### src/rtl/sprite_blitter.sv
// sprite_blitter
//   Copies one SPR_W x SPR_H sprite from a synchronous sprite ROM into the
//   FB_W x FB_H RGBA4441 framebuffer at (x_pos, y_pos). Transparent pixels
//   (A = bit 0 = 0) and pixels falling outside the framebuffer are skipped.
//
// Ports
//   clk, rst_n         : clock, asynchronous active-low reset
//   start, x_pos, y_pos: blit request and sprite top-left corner
//   busy, done         : blit in progress / one-cycle completion pulse
//   src_addr, src_data : sprite ROM address (registered) and data (1-cycle latency)
//   fb_we, fb_addr,
//   fb_data, fb_ready  : framebuffer write port, accepted when fb_we & fb_ready
module sprite_blitter #(
  parameter int FB_W       = 160,
  parameter int FB_H       = 120,
  parameter int SPR_W      = 16,
  parameter int SPR_H      = 16,
  parameter int FB_ADDR_W  = 15,
  parameter int SPR_ADDR_W = 8
) (
  input  logic                  clk,
  input  logic                  rst_n,
  input  logic                  start,
  input  logic [7:0]            x_pos,
  input  logic [6:0]            y_pos,
  output logic                  busy,
  output logic                  done,
  output logic [SPR_ADDR_W-1:0] src_addr,
  input  logic [12:0]           src_data,
  output logic                  fb_we,
  output logic [FB_ADDR_W-1:0]  fb_addr,
  output logic [12:0]           fb_data,
  input  logic                  fb_ready
);

  localparam int CW = (SPR_W > 1) ? $clog2(SPR_W) : 1;
  localparam int RW = (SPR_H > 1) ? $clog2(SPR_H) : 1;

  typedef enum logic [2:0] {S_IDLE, S_READ, S_CAPTURE, S_WRITE, S_DONE} state_t;

  // Reset asserts asynchronously but releases on a clock edge.
  logic [1:0] rst_sync_q;
  logic       rst_int_n;

  always_ff @(posedge clk or negedge rst_n) begin
    if (!rst_n) rst_sync_q <= 2'b00;
    else        rst_sync_q <= {rst_sync_q[0], 1'b1};
  end

  assign rst_int_n = rst_sync_q[1];

  state_t                state_q;
  logic [7:0]            x0_q;
  logic [6:0]            y0_q;
  logic [CW-1:0]         col_q, col_d;
  logic [RW-1:0]         row_q, row_d;
  logic [SPR_ADDR_W-1:0] src_addr_q, src_addr_d;
  logic [FB_ADDR_W-1:0]  fb_addr_q, pix_addr;
  logic [12:0]           fb_data_q;
  logic                  fb_we_q, busy_q, done_q;

  logic [8:0] fx;
  logic [7:0] fy;
  logic       skip, last_col, last_pix, adv;

  always_comb begin
    // Positions are widened before adding so a sprite hanging off the
    // right/bottom edge is clipped instead of wrapping to column/row 0.
    fx       = {1'b0, x0_q} + 9'(col_q);
    fy       = {1'b0, y0_q} + 8'(row_q);
    skip     = ~src_data[0] | (int'(fx) >= FB_W) | (int'(fy) >= FB_H);
    pix_addr = FB_ADDR_W'(int'(fy) * FB_W + int'(fx));

    last_col = (int'(col_q) == SPR_W - 1);
    last_pix = last_col && (int'(row_q) == SPR_H - 1);
    col_d    = last_col ? '0 : col_q + 1'b1;
    row_d    = last_col ? row_q + 1'b1 : row_q;
    src_addr_d = SPR_ADDR_W'(int'(row_d) * SPR_W + int'(col_d));

    // A pixel is finished when it is skipped in CAPTURE or accepted in WRITE.
    adv = ((state_q == S_CAPTURE) && skip) || ((state_q == S_WRITE) && fb_ready);
  end

  always_ff @(posedge clk or negedge rst_int_n) begin
    if (!rst_int_n) begin
      state_q    <= S_IDLE;
      x0_q       <= '0;
      y0_q       <= '0;
      col_q      <= '0;
      row_q      <= '0;
      src_addr_q <= '0;
      fb_addr_q  <= '0;
      fb_data_q  <= '0;
      fb_we_q    <= 1'b0;
      busy_q     <= 1'b0;
      done_q     <= 1'b0;
    end else begin
      case (state_q)
        S_IDLE: begin
          done_q <= 1'b0;
          if (start) begin
            x0_q       <= x_pos;
            y0_q       <= y_pos;
            col_q      <= '0;
            row_q      <= '0;
            src_addr_q <= '0;
            busy_q     <= 1'b1;
            state_q    <= S_READ;
          end
        end
        S_READ: state_q <= S_CAPTURE;
        S_CAPTURE: begin
          if (!skip) begin
            fb_addr_q <= pix_addr;
            fb_data_q <= src_data;
            fb_we_q   <= 1'b1;
            state_q   <= S_WRITE;
          end
        end
        S_WRITE: begin
          if (fb_ready) fb_we_q <= 1'b0;
        end
        S_DONE: begin
          done_q  <= 1'b0;
          state_q <= S_IDLE;
        end
        default: state_q <= S_IDLE;
      endcase

      if (adv) begin
        col_q <= col_d;
        row_q <= row_d;
        if (last_pix) begin
          busy_q  <= 1'b0;
          done_q  <= 1'b1;
          state_q <= S_DONE;
        end else begin
          src_addr_q <= src_addr_d;
          state_q    <= S_READ;
        end
      end
    end
  end

  assign busy     = busy_q;
  assign done     = done_q;
  assign src_addr = src_addr_q;
  assign fb_we    = fb_we_q;
  assign fb_addr  = fb_addr_q;
  assign fb_data  = fb_data_q;

endmodule

### config.mk
export PLATFORM = sky130hd
export DESIGN_NAME = sprite_blitter
export DESIGN_NICKNAME = d
export VERILOG_FILES = /design/src/rtl/sprite_blitter.sv
export SDC_FILE = /design/constraint.sdc
export NUM_CORES = 1
export LEC_CHECK = 0
export BUFFER_PORTS_ARGS = -buffer_cell sky130_fd_sc_hd__buf_2
export CORE_MARGIN = 2
export CORE_UTILIZATION = 40
export CTS_CLUSTER_DIAMETER = 30
export DETAILED_ROUTE_END_ITERATION = 8
export GPL_TIMING_DRIVEN = 0
export PLACE_DENSITY = 0.71
export SLEW_MARGIN = 5
export SYNTH_ARGS = -nofsm -noshare
export SYNTH_HDL_FRONTEND = slang
export SYNTH_SLANG_ARGS = --single-unit
### constraint.sdc
create_clock -name clk -period 4 [get_ports clk]
set_clock_uncertainty 0.15 [all_clocks]
set_input_delay 0.4 -clock clk [delete_from_list [all_inputs] [get_ports clk]]
set_output_delay 0.4 -clock clk [all_outputs]
set_load 0.05 [all_outputs]
==> metrics <==
Reg power frac 27.0%; post-route DRC violation count 0; static leakage 2.24 nW; critical path peak fanout 4; final antenna diode count 0; detailed-route vias per instance 5.15; max cap viols 0; total track usage 16.5%; depth of the CTS H-tree 3; worst ir drop on vdd 364 uV; pin count of the biggest net entering global routing 66; share of synthesized registers carrying an async set or reset 100%; initial core utilization 40.7%; Max-slew headroom 22.2%; Die Outline Area 10100 sq um; # IOs 71; DPL Wire Length 6000 um; PwrDens 953 nW/um^2; dominant cell type by area after synthesis sky130_fd_sc_hd__dfrtp_1; Sequential cell area 1680 sq um; type of the worst setup path register to register; number of global-route vias before repair 2793; run status finished, final reports clean; max-slew violation total from the final report 0; TritonCTS clock tree built; cell types with the largest area share after synthesis sky130_fd_sc_hd__dfrtp_1 (45%), sky130_fd_sc_hd__ha_1 (8.7%), sky130_fd_sc_hd__nand2_1 (6.3%), sky130_fd_sc_hd__mux2_1 (6.0%), sky130_fd_sc_hd__xnor2_1 (4.0%); post-route total power 4.32 mW; switching power as a share of total power 47.8%; Num Clock Sinks 67; Final nets 509; Clk pwr share 15.8%; ys flop type sky130_fd_sc_hd__dfrtp_1; first-pass GRT wire length 13000 um; Mapped Cells 362; post-synthesis instance area 3720 sq um; number of flops mapped to enable cells by yosys 0; I/O Buffers 70; clock-pin slew on the worst setup and hold paths 0.08 ns; Final period util 96.0%; fraction of power consumed by combinational cells 57.2%; slew at the pin with the worst max-slew slack 1.16 ns; worst min path class primary input to register; aggregate global routing overflow 0; growth of design area from synthesis to finish 21.7%; width of the die 101 um; clock period minus worst slack 3.84 ns; number of nets with antenna violations after detailed routing 0; proportion of netlist area held by the largest area contributor 45.0%; number of violations reported at the end of detailed-routing iteration 0 75; clock buffers created by TritonCTS 9; required time of the critical path 4.08 ns; CTS Buffer Depth 2; die height 101 um; synthesis-stage register bit count 67; layout cells sized above 1 25.4%; Placeable Area 9150 sq um; Hold Vio Cnt, Final 0; post-synthesis cell type count 50; part of the Yosys area used for sequential elements 45.0%; element type at the critical path start register; number of rows created at floorplan 35; via count 2898; antenna violations before repair 0; wire length reported by the detailed router 7920 um; root cell of the clock tree sky130_fd_sc_hd__clkbuf_8; mean instance size in the synthesized netlist 10.3 sq um; Warnings, synthesis 0; GPL Wtd Cong 0.768; internal power summed over all cells 2.25 mW; fill cell total of the finished layout 857; non-filler instance count after layout 563; router iterations before antenna repair 4; fmax 260 MHz; area taken by multi-input logic gates 1950 sq um; source-to-sink clock delay at the later pin of the worst-skew pair 0.35 ns; Data arrival, critical path 3.92 ns; DP Cell Count 543; net count after synthesis 424; total setup violations reported at the end of the flow 0; NetSw 2.07 mW; routed length per instance 14.1 um; Setup crit end kind register
==> cell type report <==
cell class / instances / area share, %
multi-input combinational: 263 / 43.0
tap: 111 / 3.06
clock inverter: 6 / 2.48
timing repair buffer: 74 / 8.45
buffer: 14 / 1.63
sequential: 67 / 37.1
inverter: 18 / 1.49
clock buffer: 10 / 2.82
==> per-stage QoR <==
stage               setup slack, ns  TNS, ns  hold WS [ns]  cell area [sq um]  util, %
detailed placement           0.0296        0        0.0366               4220     46.1
floorplan                     0.327        0       -0.0456               3720        -
global placement             0.0822        0        0.0349               4210     46.0
CTS                         0.00980        0        0.0692               4470     48.8
global route                -0.0543  -0.0644        0.0883               4530     49.5
finish                        0.161        0        0.0895               4530     49.5
==> layout by cell type (no fill, tap or decap), types with 2 or more instances in the layout <==
| cell type | count |
|---|---|
| sky130_fd_sc_hd__a211oi_1 | 2 |
| sky130_fd_sc_hd__a21o_1 | 7 |
| sky130_fd_sc_hd__a21oi_1 | 14 |
| sky130_fd_sc_hd__a21oi_2 | 2 |
| sky130_fd_sc_hd__a22o_1 | 2 |
| sky130_fd_sc_hd__and2_1 | 2 |
| sky130_fd_sc_hd__and3_1 | 2 |
| sky130_fd_sc_hd__buf_2 | 75 |
| sky130_fd_sc_hd__buf_4 | 3 |
| sky130_fd_sc_hd__buf_6 | 2 |
| sky130_fd_sc_hd__bufinv_16 | 3 |
| sky130_fd_sc_hd__clkbuf_1 | 8 |
| sky130_fd_sc_hd__clkbuf_8 | 9 |
| sky130_fd_sc_hd__dfrtp_1 | 66 |
| sky130_fd_sc_hd__fa_1 | 4 |
| sky130_fd_sc_hd__ha_1 | 25 |
| sky130_fd_sc_hd__inv_1 | 18 |
| sky130_fd_sc_hd__mux2_1 | 20 |
| sky130_fd_sc_hd__mux2_2 | 4 |
| sky130_fd_sc_hd__mux2i_1 | 2 |
| sky130_fd_sc_hd__nand2_1 | 63 |
| sky130_fd_sc_hd__nand2b_1 | 2 |
| sky130_fd_sc_hd__nand3_1 | 11 |
| sky130_fd_sc_hd__nand4_1 | 5 |
| sky130_fd_sc_hd__nor2_1 | 12 |
| sky130_fd_sc_hd__nor3_1 | 4 |
| sky130_fd_sc_hd__o21ai_0 | 22 |
| sky130_fd_sc_hd__o22ai_1 | 2 |
| sky130_fd_sc_hd__o2bb2ai_1 | 2 |
| sky130_fd_sc_hd__o31ai_1 | 3 |
| sky130_fd_sc_hd__xnor2_1 | 15 |
| sky130_fd_sc_hd__xnor2_2 | 2 |
| sky130_fd_sc_hd__xor2_1 | 8 |
==> power by group through the flow <==
stage	Clock, mW	Combinational, mW	Sequential, mW
5_1_grt	0.739	2.71	1.20
4_1_cts	0.706	2.43	1.16
2_1_floorplan	0	1.33	1.70
3_5_place_dp	0	2.40	1.17
3_3_place_gp	0	2.34	1.16
6_report	0.685	2.47	1.16
==> flip-flops by register name, summed over array words and instances, names as in the netlist <==
signal	cells
x0_q	8
fb_addr	15
row_q	4
src_addr	8
done	1
fb_data	13
y0_q	7
fb_we	1
rst_sync_q	2
col_q	4
busy	1
state_q	3
==> path summary, 6_finish.rpt <==
check                              startpoint             to  slack (ns)  cells after the start
worst max-delay path                 row_q[0]    fb_addr[14]        0.16                     15
worst min-delay path                 x_pos[5]        x0_q[5]        0.09                      3
max in group asynchronous       rst_sync_q[1]        y0_q[5]        2.88                      0
worst max register to register       row_q[0]    fb_addr[14]        0.16                     15
worst min register to register  rst_sync_q[0]  rst_sync_q[1]        0.21                      0
min in group asynchronous               rst_n  rst_sync_q[1]        0.21                      2
==> critical path, cell delays in order (launching register included) <==
cell                       delay (ns)
sky130_fd_sc_hd__dfrtp_1         0.38
sky130_fd_sc_hd__ha_2            0.21
sky130_fd_sc_hd__inv_1           0.05
sky130_fd_sc_hd__fa_1            0.39
sky130_fd_sc_hd__nand2b_1        0.17
sky130_fd_sc_hd__a21oi_2         0.20
sky130_fd_sc_hd__xor2_2          0.23
sky130_fd_sc_hd__ha_1            0.29
sky130_fd_sc_hd__ha_1            0.33
sky130_fd_sc_hd__a21oi_2         0.17
sky130_fd_sc_hd__o21ai_0         0.11
sky130_fd_sc_hd__xor2_1          0.27
sky130_fd_sc_hd__and3b_2         0.25
sky130_fd_sc_hd__nand3_1         0.09
sky130_fd_sc_hd__xnor2_1         0.14
sky130_fd_sc_hd__mux2_1          0.29
==> what timing repair did <==
action / 4_1_cts / 5_1_grt
endpoints found under the setup margin: 0 / 3
buffers inserted: 0 / 3
hold buffers: 1 / 0
hold endpoints to repair: 2 / 0
gates resized for setup: 0 / 10
==> routing by layer <==
layer / vias to the layer above / global-route usage (%) / share of wire [%]
met1: 1392 / 21.7 / 47
met3: 10 / 4.30 / 5.1
met2: 74 / 26.1 / 46
met5: - / 0 / 0
met4: 0 / 6.64 / 1.6
li1: 1422 / - / -
==> kinds of logic after synthesis <==
group	count (synthesis)	synth area share [%]
other cells	1	0.101
mux	26	7.79
simple gates	110	13.7
fa+ha+maj	30	10.9
xor+xnor	26	6.11
buf+inv	32	3.80
compound gates	70	12.6
flops	67	45.0
==> synthesized netlist by cell type (5+ instances only) <==
cell type	count
sky130_fd_sc_hd__inv_1	18
sky130_fd_sc_hd__nand4_1	5
sky130_fd_sc_hd__buf_2	5
sky130_fd_sc_hd__nand2_1	63
sky130_fd_sc_hd__nand3_1	11
sky130_fd_sc_hd__o21ai_0	22
sky130_fd_sc_hd__xnor2_1	17
sky130_fd_sc_hd__a21o_1	7
sky130_fd_sc_hd__nor2_1	13
sky130_fd_sc_hd__ha_1	26
sky130_fd_sc_hd__a21oi_1	16
sky130_fd_sc_hd__dfrtp_1	67
sky130_fd_sc_hd__mux2_1	20
sky130_fd_sc_hd__clkbuf_1	7
sky130_fd_sc_hd__xor2_1	9
Power figures use the tool's default switching activity.
